### config.mk
export PLATFORM = sky130hd
export DESIGN_NAME = count_ctrl
export DESIGN_NICKNAME = d
export VERILOG_FILES = /design/src/rtl/count_ctrl.sv
export SDC_FILE = /design/constraint.sdc
export NUM_CORES = 1
export LEC_CHECK = 0
export CAP_MARGIN = 20
export CORE_MARGIN = 2
export CORE_UTILIZATION = 34
export DETAILED_ROUTE_END_ITERATION = 10
export GPL_TIMING_DRIVEN = 1
export HOLD_SLACK_MARGIN = 0.02
export PLACE_DENSITY = 0.57
export SETUP_SLACK_MARGIN = 0.5
export SKIP_LAST_GASP = 1
export SYNTH_ARGS = -nofsm -noshare
export SYNTH_HDL_FRONTEND = slang
export SYNTH_SLANG_ARGS = --single-unit
### constraint.sdc
create_clock -name clk -period 1.5 [get_ports clk]
set_clock_uncertainty 0.05 [all_clocks]
set_input_delay 0.15 -clock clk [delete_from_list [all_inputs] [get_ports clk]]
set_output_delay 0.15 -clock clk [all_outputs]
set_load 0.05 [all_outputs]
### src/rtl/count_ctrl.sv
// Command-driven sequencer for the up-counter datapath: LOAD / RUN N / STOP / CLEAR
// over a valid/ready port, with busy, done, wrap and err status.
module count_ctrl #(
    parameter int WIDTH = 8
) (
    input  logic             clk,
    input  logic             rst,
    input  logic             cmd_valid,
    input  logic [1:0]       cmd_op,
    input  logic [WIDTH-1:0] cmd_data,
    output logic             cmd_ready,
    output logic [WIDTH-1:0] count,
    output logic             busy,
    output logic             done,
    output logic             wrap,
    output logic             err
);

    typedef enum logic [1:0] {
        ST_IDLE = 2'd0,
        ST_RUN  = 2'd1,
        ST_DONE = 2'd2
    } state_t;

    typedef enum logic [1:0] {
        OP_LOAD  = 2'd0,
        OP_RUN   = 2'd1,
        OP_STOP  = 2'd2,
        OP_CLEAR = 2'd3
    } op_t;

    state_t           state;
    logic [WIDTH-1:0] remaining;
    logic             accept;
    op_t              op;

    assign op        = op_t'(cmd_op);
    assign cmd_ready = !rst && (state != ST_DONE);
    assign accept    = cmd_valid && cmd_ready;

    // Status is a pure decode of the state register, so it carries no extra latency.
    assign busy = (state == ST_RUN);
    assign done = (state == ST_DONE);

    // NOTE: every register here is written with <= so all updates see pre-edge values;
    // a blocking assignment would let later statements observe the new count.
    always_ff @(posedge clk) begin
        if (rst) begin
            state     <= ST_IDLE;
            count     <= '0;
            remaining <= '0;
            wrap      <= 1'b0;
            err       <= 1'b0;
        end else begin
            wrap <= 1'b0;
            err  <= 1'b0;
            unique case (state)
                ST_IDLE: begin
                    if (accept) begin
                        unique case (op)
                            OP_LOAD:  count <= cmd_data;
                            OP_RUN: begin
                                remaining <= cmd_data;
                                state     <= (cmd_data != '0) ? ST_RUN : ST_DONE;
                            end
                            OP_STOP:  ;
                            OP_CLEAR: count <= '0;
                        endcase
                    end
                end

                ST_RUN: begin
                    if (accept && op == OP_STOP) begin
                        state <= ST_IDLE;
                    end else if (accept && op == OP_CLEAR) begin
                        count     <= '0;
                        remaining <= '0;
                        state     <= ST_IDLE;
                    end else begin
                        // LOAD/RUN mid-run are dropped with an error; the step still happens.
                        err       <= accept;
                        wrap      <= (count == '1);
                        count     <= count + WIDTH'(1);
                        remaining <= remaining - WIDTH'(1);
                        if (remaining == WIDTH'(1))
                            state <= ST_DONE;
                    end
                end

                ST_DONE: state <= ST_IDLE;

                default: state <= ST_IDLE;
            endcase
        end
    end

endmodule

## Word-level counts from Yosys, hierarchy flattened

Cells that the tools add are included.

| word-level totals | value |
|---|---|
| output and inout bits | 13 |
| bits of input ports | 13 |
| bits in registers | 20 |
| word-level logic and storage cells | 51 |

| cells by class | value |
|---|---|
| mux-type cells | 17 |
| reduce and logical (&&, ||, !) cells | 13 |
| equal/unequal tests | 13 |
| add/sub/neg operators | 2 |
| bitwise operators | 1 |

Operators by type and width:

| kind | number |
|---|---|
| $mux W8 | 7 |
| $pmux W8 S2 | 3 |
| $mux W2 | 6 |
| $add A8 B1 Y8 const B | 1 |
| $eq A8 B1 Y1 const B | 1 |
| $eq A8 B8 Y1 const B | 1 |
| $reduce_and A4 Y1 | 2 |
| $reduce_bool A8 Y1 | 1 |
| $sub A8 B1 Y8 const B | 1 |
| $eq A2 B2 Y1 const B | 3 |
| $ne A2 B2 Y1 const B | 3 |
| $eq A2 B1 Y1 const B | 2 |
| $logic_and A1 B1 Y1 | 4 |
| $logic_not A2 Y1 | 2 |
| $ne A4 B1 Y1 const B | 1 |
| $pmux W2 S2 | 1 |
| $reduce_or A4 Y1 | 1 |
| $ne A3 B2 Y1 const B | 1 |
| $reduce_and A3 Y1 | 1 |
| $ne A2 B1 Y1 const B | 1 |
| $reduce_bool A2 Y1 | 1 |
| $logic_not A1 Y1 | 1 |
| $not A1 Y1 | 1 |

## Depth between registers and ports, before layout

Gate-level depths: netlist of run 1.

| logic depth | value |
|---|---|
| depth in word-level cells | 7 |
| depth in mapped cells | 7 |
| depth with buffers taken out | 6 |

## Least setup slack after synthesis of run 1

Ideal clock, no wire load.

| timing path | value |
|---|---|
| path kind | register to output |
| from | register state[1] |
| to | output port cmd_ready |
| arrival | 1653 ps |
| buffers on the path | 0 |
| stages on the path, launching flop included | 4 |
| data required time | 1300 ps |
| path slack | -353 ps |
| path through | dfxtp_1 -> inv_1 -> nor2_1 -> nor2_1 |

| between the ends | value |
|---|---|
| word-level cells in the longest chain between the ends | 2 |

RTL lines:

| what | line | source |
|---|---|---|
| from (decl) | 32 | `state_t state;` |
| from (signal assigned) | 64 | `state <= (cmd_data != '0) ? ST_RUN : ST_DONE;` |
| $ne A2 B2 Y1 | 38 | `assign cmd_ready = !rst && (state != ST_DONE);` |
| $logic_and A1 B1 Y1 | 38 |  |
| to (decl) | 11 | `output logic cmd_ready,` |

Every way passes these cells.

## Worst setup path in the final report of run 1

| timing path | value |
|---|---|
| from | register state[1] |
| to | register remaining[2] |

| between the ends | value |
|---|---|
| word-level cells in the longest chain between the ends | 7 |
| elaborated cells between the ends (all ways) | 15 |
| classes of those cells | eq/ne: 5; mux: 3; reduce/logical: 7 |

RTL lines:

| what | line | source |
|---|---|---|
| $ne A2 B2 Y1 | 38 |  |
| $logic_and A1 B1 Y1 | 38 |  |
| $logic_and A1 B1 Y1 | 39 | `assign accept = cmd_valid && cmd_ready;` |
| $logic_and A1 B1 Y1 | 75 | `end else if (accept && op == OP_CLEAR) begin` |
| $mux W8 | 75 |  |
| $mux W8 | 73 | `if (accept && op == OP_STOP) begin` |
| $pmux W8 S2 | 57 | `unique case (state)` |
| to (signal assigned) | 63 | `remaining <= cmd_data;` |
| to (signal assigned) | 84 | `remaining <= remaining - WIDTH'(1);` |
| to (decl) | 33 | `logic [WIDTH-1:0] remaining;` |

Several ways; a longest one is shown, not always the timed one. The select of a mux whose other input is x is not followed.
A chain may end at the register's enable or synchronous reset.

==> flow_summary.ini, run 1 <==
[run_status]
run_status = finished with violations
violations = negative setup slack

[cells_and_area]
layout.nets = 243
drive_above_1_share = 0.592
fin_cells = 273
area_growth_pct = 79.4
n_antenna_cell = 0

[min_path]
hold_start = cmd_valid
worst_hold_path_type = in2reg

[global_route]
grtUsageMet1 = 0.249
top_usage_layer = met2
grt_usage = 0.205
gr-total-overflow = 0
grtUsageMet2 = 0.367
use_met3 = 0.0276
grt_pass1_vias = 1597
grt_antenna_before_repair = 0
grt_max_degree = 14
grt_first_pass_wirelength_um = 7240

[setup_path]
path_cells = nand2b_4 > buf_6 > buf_6 > buf_6 > nor3_1 > nor2_1 > o32ai_2
cp-startpoint = state[1]$_SDFFE_PP0P_
reg2reg_from = state[1]$_SDFFE_PP0P_
slowest_stage = dfxtp_2
r2r_slack_ps = -40
crit_fanout = 7
startpoint_type = flip-flop
worst_setup_path_end_kind = flip-flop
arrival_ps = 1670
crit_top_cell = buf_6
crit_required_ps = 1620
crit_path_max_incr_delay_ps = 340
critical_path_class = reg2reg

[clock_tree]
htreeDepth = 1
cts_tree = done
cts_buffers = 3
cts_root_buf = clkbuf_8
clk_transition_reported_paths_ps = 80
clock-sinks = 20
clk_latency_ps = 260
cts.path.max_buffers = 2
cts_hold_buf = 0

[yosys]
synthesis.nets = 174
ys_ff_latch = 20
synth_top_area_cell = dfxtp_1
synth_cell_types = 48
yosys-top-cells-area = dfxtp_1 (28%), ha_1 (5.2%), o32ai_1 (4.3%)
syn_avg_cell_area_sq_um = 9.27
yosysSeqAreaShare = 0.279
synth_area_sq_um = 1440
synth_ff_type = dfxtp_1
async_flop_share = 0
synthCells = 155
synth_edf_count = 0
yosysWarnings = 0
synth_top_area_frac = 0.279

[drt]
drc = 0
drtAntennaViolNets = 0
routedWlPerCell_um = 16.6
routed-via-count = 1561
post_drt_via_cell_ratio = 5.72
drt-total-wl_um = 4540
dr.pass1.iters = 4
drtIter0Drc = 110

[floorplan]
die_w_um = 69.0
die_area_sq_um = 4760
die_h_um = 69.0
core_sq_um = 4030
ios = 26
initial_core_util = 0.357
row_count = 23

[sta]
finalCritPeriodShare = 1.03
fmax_mhz = 648
slew_headroom = 0.691
final_max_slew_viol_count = 0
period_needed_ps = 1540
setup_viol = 7
tns_ps = -149
rsz0062_at_grt = true
setup_ws_ps = -43.9
final_hold_viol_count = 0
tightestPinTransition_ps = 451

[place]
io_buffers = 25
dpl.hpwl_um = 3090
gp_congestion = 0.816
dp_slack_ps = -547
placedCellCount = 248

[power_and_ir_drop]
vdd_drop_max_v = 0.000347
cellLeakagePower_nw = 0.974
cellPowerDensity_nw_per_um2 = 677

[run]
drv_cap = 0
==> flip-flops by register name, summed over array words and instances, names as in the netlist <==
register	count
wrap	1
remaining	8
count	8
err	1
state	2
==> layout by cell type (no fill, tap or decap), types with 4 or more instances in the layout <==
cell type      synthesis  routed
buf_8                  0       7
o32ai_2                1       5
dfxtp_1               20       8
a221oi_2               4       4
buf_6                  4      11
clkbuf_8               0       4
nor2_1                10       6
buf_12                 1      10
nor3_1                 9       5
a21oi_2                4       4
inv_1                 16      16
buf_4                  0      31
dlygate4sd2_1          0       9
a21oi_1                7       7
dfxtp_4                0       7
dfxtp_2                0       5
nand2_1                8       8
a32oi_1                6       5
==> area by class of cell <==
type,count,area [sq um]
multi-input cells,110,1150
repair buffers,72,796
flip-flops and latches,20,433
clock buffers,4,55.1
fillers,310,1450
well taps,50,62.6
inverters,17,80.1
==> report_power, final <==
part	internal (mW)	leakage (nW)	total [mW]	switching [mW]
logic	0.356	0.775	0.718	0.363
registers	0.560	0.170	0.606	0.0457
clock network	0.234	0.0288	0.420	0.187
total	1.15	0.974	1.74	0.595
==> worst max-delay path, delay by kind of cell (launching register included) <==
family / cells / cell delay [ps]
AND/OR/NAND/NOR: 3 / 480
flip-flops: 1 / 340
AO/OA/AOI/OAI: 1 / 190
buffers and inverters: 3 / 400
==> what timing repair did <==
action / CTS / global route
pin swaps: 14 / 20
buffers inserted: 17 / 3
endpoints found under the setup margin: 31 / 31
gates resized for setup: 51 / 26
gates cloned: 1 / 0
==> logic make-up after synthesis <==
group	after synthesis	synth area share
mux	1	0.00697
simple gates	53	0.226
buf+inv	25	0.104
flops	20	0.279
fa+ha+maj	6	0.0523
compound gates	50	0.333
==> per-layer routing <==
metal / vias up / share of wire
li1: 734 / -
met1: 777 / 0.43
met5: - / 0
met3: 7 / 0.039
met2: 43 / 0.51
met4: 0 / 0.014
==> cells in the mapped netlist, types with 2 or more instances <==
cell	number
a211oi_1	4
inv_1	16
nand2b_1	2
nor3_1	9
a32oi_1	6
o32ai_1	7
a32oi_4	2
a21oi_2	4
o21ai_1	2
nor2_1	10
clkbuf_1	2
nand3_1	5
dfxtp_1	20
a221oi_2	4
nor3b_1	2
nor4b_1	2
a211oi_2	2
a21oi_1	7
nor4_1	4
nor4_2	2
buf_6	4
nand2_1	8
ha_1	6
==> metrics by stage <==
stage | cell area, sq um | utilization | hold WS (ps) | total power [mW]
floorplan | 1550 | - | 263 | 0.945
global placement | 2030 | 0.505 | 432 | 1.14
detailed placement | 2030 | 0.505 | 429 | 1.15
CTS | 2430 | 0.602 | 364 | 1.68
global route | 2580 | 0.640 | 375 | 1.83
finish | 2580 | 0.640 | 366 | 1.74
==> worst paths after layout <==
check,end,cells after the start
hold reg to reg,remaining[5]$_SDFFE_PP0P_,2
setup / recovery,remaining[2]$_SDFFE_PP0P_,7
hold / removal,state[1]$_SDFFE_PP0P_,3
setup reg to reg,remaining[2]$_SDFFE_PP0P_,7
(Power assumes the default switching activity.)
==> run 2: changes to the inputs <==
- PLACE_DENSITY: 0.57 -> 0.66
==> run 2 against run 1 <==
Against the previous run: the run still ends with negative setup slack left; register-to-register slack improved by 30 ps; sequential cell count did not move; global-route usage rose by 2.1 points; highest routed layer unchanged; total power fell by 2.7%; largest power group unchanged; critical path type unchanged; die area did not move.
==> flow_summary.ini, run 2 (synthesis gave the netlist of run 1 again) <==
[sta]
fmax_mhz = 660
tightestPinTransition_ps = 389
slew_headroom = 0.734
holdWs_ps = 398
finalCritPeriodShare = 1.01
final_max_slew_viol_count = 0
setup_viol = 3
setup_ws_ps = -14.5
final_hold_viol_count = 0
period_needed_ps = 1510
tns_ps = -24.8
rsz0062_at_grt = true

[floorplan]
die_w_um = 69.0
row_count = 23
die_area_sq_um = 4760
initial_core_util = 0.357
core_sq_um = 4030
die_h_um = 69.0
ios = 26

[cells_and_area]
fin_util = 0.649
layout.nets = 252
stdcell_area_sq_um = 2610
reg_top3 = count: 8 flops, remaining: 8 flops, state: 2 flops
final_cell_mix = buf_4 (41), inv_1 (16), buf_6 (11)
area_growth_pct = 82.0
final_common_cell = buf_4
n_antenna_cell = 0
fin_cells = 282
drive_above_1_share = 0.608

[drt]
drt-total-wl_um = 5070
drtIter0Drc = 167
drc = 0
routed-via-count = 1648
post_drt_via_cell_ratio = 5.84
routedWlPerCell_um = 18.0
dr.pass1.iters = 4
drtAntennaViolNets = 0

[global_route]
grt_first_pass_wirelength_um = 7870
grt_usage = 0.226
grt_antenna_before_repair = 0
gr-total-overflow = 0
grt_pass1_vias = 1649
grt_max_degree = 14

[place]
dp_slack_ps = -563
gp_congestion = 0.861
io_buffers = 25
dpl.hpwl_um = 3340
placedCellCount = 250
placed_area_sq_um = 2060

[power_and_ir_drop]
vdd_drop_max_v = 0.000400
cellLeakagePower_nw = 0.990
total_power_mw = 1.70
cellPowerDensity_nw_per_um2 = 649

[clock_tree]
cts_buffers = 3
cts_root_buf = clkbuf_8
clk_latency_ps = 260
cts.path.max_buffers = 2
clock-sinks = 20
cts_tree = done
clk_transition_reported_paths_ps = 80
htreeDepth = 1
cts_hold_buf = 0

[run_status]
run_status = finished with violations
violations = negative setup slack

[setup_path]
arrival_ps = 1620
critical_path_class = reg2reg
startpoint_type = flip-flop
crit_required_ps = 1610
worst_setup_path_end_kind = flip-flop
crit_fanout = 10

[min_path]
worst_hold_path_type = in2reg

[run]
drv_cap = 0
[run 2: worst paths after layout]
kind | slack, ps | cells after the start | end | startpoint
worst max-delay path | -10 | 7 | count[3]$_SDFFE_PP0P_ | state[1]$_SDFFE_PP0P_
worst min-delay path | 400 | 4 | remaining[4]$_SDFFE_PP0P_ | cmd_data[4]
worst max register to register | -10 | 7 | count[3]$_SDFFE_PP0P_ | state[1]$_SDFFE_PP0P_
worst min register to register | 470 | 2 | remaining[1]$_SDFFE_PP0P_ | remaining[1]$_SDFFE_PP0P_
[run 2: power by group]
group | leakage, nW | switching, mW | total [mW] | internal [mW]
clock | 0.0228 | 0.185 | 0.374 | 0.189
sequential | 0.171 | 0.0456 | 0.603 | 0.558
combinational | 0.796 | 0.368 | 0.719 | 0.352
total | 0.990 | 0.598 | 1.70 | 1.10
[run 2: per-layer routing]
layer / vias to the layer above / part of all wire / GRT usage
met4: 0 / 0.029 / 0.0980
met5: - / 0 / 0
met2: 85 / 0.51 / 0.397
met3: 21 / 0.068 / 0.0341
met1: 788 / 0.39 / 0.271
li1: 754 / - / -
[run 2: final cells by class]
class	count	area [sq um]
clock buffer	4	45.0
fill	324	1420
inverter	17	80.1
multi-input combinational	110	1140
sequential	20	440
tap	50	62.6
timing repair buffer	81	846
[run 2: worst max-delay path, cell delays in order, from the launching register on]
cell and delay [ps]:
dfxtp_2 350, nand2b_4 210, inv_16 40, buf_12 130
a32oi_4 180, buf_12 170, a21oi_1 50, o32ai_1 230
[run 2: what timing repair did]
item	CTS	global route
setup endpoints to repair	31	33
setup buffers	21	7
pin swaps	16	8
gates resized for setup	57	21
==> patch 1, RTL diff (settings of run 1) <==
Put one more register stage on the output `count`. The value now appears one clock later. The other outputs are not delayed to match.
--- a/src/rtl/count_ctrl.sv
+++ b/src/rtl/count_ctrl.sv
@@ -29,6 +29,8 @@
         OP_CLEAR = 2'd3
     } op_t;
 
+    logic [WIDTH-1:0] count_s0;
+
     state_t           state;
     logic [WIDTH-1:0] remaining;
     logic             accept;
@@ -47,7 +49,7 @@
     always_ff @(posedge clk) begin
         if (rst) begin
             state     <= ST_IDLE;
-            count     <= '0;
+            count_s0  <= '0;
             remaining <= '0;
             wrap      <= 1'b0;
             err       <= 1'b0;
@@ -58,13 +60,13 @@
                 ST_IDLE: begin
                     if (accept) begin
                         unique case (op)
-                            OP_LOAD:  count <= cmd_data;
+                            OP_LOAD:  count_s0 <= cmd_data;
                             OP_RUN: begin
                                 remaining <= cmd_data;
                                 state     <= (cmd_data != '0) ? ST_RUN : ST_DONE;
                             end
                             OP_STOP:  ;
-                            OP_CLEAR: count <= '0;
+                            OP_CLEAR: count_s0 <= '0;
                         endcase
                     end
                 end
@@ -73,14 +75,14 @@
                     if (accept && op == OP_STOP) begin
                         state <= ST_IDLE;
                     end else if (accept && op == OP_CLEAR) begin
-                        count     <= '0;
+                        count_s0  <= '0;
                         remaining <= '0;
                         state     <= ST_IDLE;
                     end else begin
                         // LOAD/RUN mid-run are dropped with an error; the step still happens.
                         err       <= accept;
-                        wrap      <= (count == '1);
-                        count     <= count + WIDTH'(1);
+                        wrap      <= (count_s0 == '1);
+                        count_s0  <= count_s0 + WIDTH'(1);
                         remaining <= remaining - WIDTH'(1);
                         if (remaining == WIDTH'(1))
                             state <= ST_DONE;
@@ -94,5 +96,9 @@
         end
     end
 
+    always_ff @(posedge clk) begin
+        count <= count_s0;
+    end
+
 endmodule
 
Function: changed (a bounded check fails within 4 cycles, from zero or initial values and one cycle with rst high).
==> patch 1 against run 1 <==
The flow still finishes with violations (negative setup slack). Sequential cell count rose by 8. Global-route usage fell by 1.9 points. Design area fell by 1.7%. Setup slack better by 0.031 ns. Power increased by 11%. Routed wire length grew 5.2%. Critical path depth is 2 lower. Area after synthesis grew 5.1%.
==> patch 1: results (changes against run 1) <==
outcome: "complete, but fails checks"  # unchanged
violations: "negative setup slack"  # unchanged
totalWireLength_mm: 4.78  # was 4.54 mm
hold_class: "flip-flop to flip-flop"  # was primary input to flip-flop
rr_endpoint: "remaining[6]$_SDFFE_PP0P_"  # was remaining[2]$_SDFFE_PP0P_
drt-met1-wl_mm: 1.99  # was 1.97 mm
finalWorstSetupSlack_ns: -0.0131  # was -0.0439 ns
drt-initial-drc-count: 143  # was 110
min_path_cells: 0  # was 3
hold_ws_ns: 0.326  # was 0.366 ns
cp_max_fo: 5  # was 7
grt_pass1_vias: 1633  # was 1597
syn_nets: 186  # was 174
hold_start: "count_s0[7]$_SDFFE_PP0P_"  # was cmd_valid
tightest_slew_ns: 0.441  # was 0.451 ns
finalSetupViolCount: 4  # was 7
synthTopCellsByArea: "dfxtp_1, o32ai_1, ha_1"  # was dfxtp_1, ha_1, o32ai_1
wl_met2_mm: 2.46  # was 2.33 mm
reg_top3: "count (8), count_s0 (8), remaining (8)"  # was count (8), remaining (8), state (2)
p_leak_nw: 0.956  # was 0.974 nW
grt_max_degree: 17  # was 14
met3_wirelength_um: 219  # was 177 µm
gp_congestion: 0.862  # was 0.816
grt_pass1_wl_mm: 7.58  # was 7.24 mm
path_clk_slew_ns: 0.10  # was 0.08 ns
drt-vias-per-instance: 5.69  # was 5.72
grt_use_total: 0.186  # was 0.205
[patch 1: what timing repair did]
item                       CTS  global route
cloned                       2             0
pin swaps                    9            14
setup endpoints to repair   23            33
buffers inserted             6             6
gates resized for setup     27            42
[patch 1: metrics by stage]
stage	worst slack (ns)	cell area [µm²]	total power, mW
floorplan	0.100	1610	1.08
global placement	-0.380	2070	1.24
detailed placement	-0.469	2070	1.24
CTS	-0.0157	2300	1.86
global route	-0.0858	2530	2.02
finish	-0.0131	2530	1.93
[patch 1: cell families (layout without fill, tap and decap cells)]
group | count (synthesis) | count (layout) | share of synthesized area
buffers and inverters | 24 | 86 | 0.0796
DFF | 28 | 28 | 0.371
and+or+nand+nor | 59 | 59 | 0.246
AOI/OAI and AO/OA | 50 | 50 | 0.253
adders and majority gates | 6 | 6 | 0.0497
[patch 1: cell type report]
| type | instances | area share |
|---|---|---|
| well taps | 52 | 0.0257 |
| inverters | 14 | 0.0237 |
| repair buffers | 68 | 0.277 |
| flip-flops and latches | 28 | 0.230 |
| clock buffers | 3 | 0.0163 |
| clock inverters | 1 | 0.0119 |
| multi-input cells | 115 | 0.416 |
[patch 1: worst max path at each step]
stage                                      to  slack [ns]  cells after the start
floorplan               state[1]$_SDFFE_PP0P_        0.10                      4
finish              remaining[6]$_SDFFE_PP0P_       -0.01                      5
global placement    remaining[3]$_SDFFE_PP0P_       -0.38                      8
global route            state[1]$_SDFFE_PP0P_       -0.09                      4
detailed placement  remaining[6]$_SDFFE_PP0P_       -0.47                      8
CTS                     state[1]$_SDFFE_PP0P_       -0.02                      4
[patch 1: critical path, cell delays in order, from the launching register on]
cell      delay, ns
dfxtp_4        0.40
and4bb_2       0.26
a22oi_2        0.24
buf_6          0.18
a21oi_1        0.05
o32ai_1        0.24
[patch 1: where the power goes]
part	switching [mW]	leakage, nW	total [mW]	internal (mW)
Clock	0.237	0.0357	0.594	0.357
Combinational	0.271	0.687	0.518	0.248
Sequential	0.0344	0.234	0.816	0.781
Total	0.542	0.956	1.93	1.39
[patch 1: routing by layer]
layer | vias up | track usage
met2 | 60 | 0.327
met5 | - | 0
met3 | 12 | 0.0299
met4 | 0 | 0.0671
li1 | 763 | -
met1 | 763 | 0.229
==> patch 2, RTL diff (config.mk and constraints of run 1) <==
Made on the original files. Change the parameter `WIDTH` from 8 to 10.
--- a/src/rtl/count_ctrl.sv
+++ b/src/rtl/count_ctrl.sv
@@ -1,7 +1,7 @@
 // Command-driven sequencer for the up-counter datapath: LOAD / RUN N / STOP / CLEAR
 // over a valid/ready port, with busy, done, wrap and err status.
 module count_ctrl #(
-    parameter int WIDTH = 8
+    parameter int WIDTH = 10
 ) (
     input  logic             clk,
     input  logic             rst,
Ports: changed (resized cmd_data and count); port bits go from 26 to 30. The function was not compared with the original's and may differ.
==> patch 2 against run 1 <==
Critical path depth decreased by 1. Power increased by 13%. Setup slack improved by 0.058 ns. Sequential cell count increased by 4. Hold slack improved by 0.039 ns. Utilization increased by 2.8 points. First-iteration DRC count increased by 1.8%. Design area increased by 15%. Area after synthesis increased by 11%. Routed wire length increased by 31%. Largest cell class unchanged.
==> patch 2: results (changes against run 1) <==
outcome: "finished, final reports clean"  # was complete, but fails checks
endpoint: "count[6]$_SDFFE_PP0P_"  # was remaining[2]$_SDFFE_PP0P_
vias: 1897  # was 1561
cts_resized: 73  # was 51
crit_path_max_incr_delay_ns: 0.38  # was 0.34 ns
fillCellCount: 335  # was 310
gp_congestion: 0.861  # was 0.816
r2r.worst_path.cells: 6  # was 7
post_cts_buffers: 16  # was 17
cpMaxStageDelayCell: "dfxtp_4"  # was dfxtp_2
seq_area_frac_synth: 0.301  # was 0.279
min_path_cells: 4  # was 3
grt_pass1_wl_mm: 9.12  # was 7.24 mm
grt_max_degree: 14  # unchanged
netlist_top_cells_count: "dfxtp_1, nor2_1, a21oi_1, nand2_1"  # was dfxtp_1, inv_1, nor2_1, nor3_1, nand2_1
drt-initial-drc-count: 112  # was 110
yosysUniqueCellTypes: 47  # was 48
max_slew_margin: 0.774  # was 0.691
diodes: 0  # unchanged
rrSetupSlack_ns: 0.01  # was -0.04 ns
final_nets: 303  # was 243
hold_start: "cmd_valid"  # unchanged
io_buffers: 29  # was 25
reg_top3: "count (10), remaining (10), state (2)"  # was count (8), remaining (8), state (2)
ir_worst_vdd_mv: 0.380  # was 0.347 mV
synth_ff_type: "dfxtp_1"  # unchanged
post-place-ws_ns: -0.521  # was -0.547 ns
dp_hpwl_mm: 3.82  # was 3.09 mm
synthTopCellsByArea: "dfxtp_1, a21oi_1, nor2_1"  # was dfxtp_1, ha_1, o32ai_1
cp_max_fo: 11  # was 7
yosys_warnings: 0  # unchanged
post-route-min-period_ns: 1.49  # was 1.54 ns
drive_above_1_share: 0.605  # was 0.592
cp.arrival_ns: 1.61  # was 1.67 ns
syn_nets: 216  # was 174
wl_per_cell_um: 17.8  # was 16.6 µm
critPathLaunch: "state[0]$_SDFFE_PP0P_"  # was state[1]$_SDFFE_PP0P_
grt_use_total: 0.221  # was 0.205
p_leak_nw: 1.17  # was 0.974 nW
hold_end: "state[0]$_SDFFE_PP0P_"  # was state[1]$_SDFFE_PP0P_
## patch 2: logic make-up after synthesis
family	share of synthesized area
AOI/OAI and AO/OA	0.300
xor gates and xnor gates	0.0165
adders and majority gates	0.0471
buffers and inverters	0.0761
DFF	0.301
and+or+nand+nor	0.259
## patch 2: layer usage
layer	vias to the layer above	wire [µm]	global-route usage
li1	900	-	-
met1	919	2300	0.264
met2	64	3160	0.391
met3	14	364	0.0417
met4	0	114	0.0802
met5	-	0	0
## patch 2: metrics by stage
| stage | TNS [ns] | hold slack (ns) | std cells | instance area (µm²) |
|---|---|---|---|---|
| 4_1_cts | 0 | 0.399 | 325 | 2750 |
| 3_5_place_dp | -9.23 | 0.444 | 303 | 2290 |
| 5_1_grt | -0.139 | 0.427 | 333 | 2970 |
| 3_3_place_gp | -8.06 | 0.436 | 303 | 2290 |
| 6_report | 0 | 0.404 | 333 | 2970 |
| 2_1_floorplan | -0.00611 | 0.244 | 195 | 1730 |
## patch 2: power breakdown
group	leakage [nW]	switching [mW]	total, mW	internal (mW)
clock network	0.0231	0.226	0.410	0.184
registers	0.207	0.0538	0.726	0.673
logic	0.942	0.432	0.837	0.406
total	1.17	0.712	1.97	1.26
## patch 2: cell type report
class / count / area, µm² / share of cell area
Multi-Input combinational cell: 152 / 1360 / 0.457
Timing Repair Buffer: 89 / 913 / 0.308
Sequential cell: 24 / 529 / 0.178
Tap cell: 52 / 65.1 / 0.0219
Inverter: 12 / 57.6 / 0.0194
Clock buffer: 3 / 41.3 / 0.0139
Clock inverter: 1 / 3.75 / 0.00127
## patch 2: worst max-delay path: cells and delay by family (launching register included)
kind                   cells  cell delay (ns)
AOI/OAI and AO/OA          2             0.39
DFF                        1             0.38
buffers and inverters      1             0.16
and+or+nand+nor            3             0.41
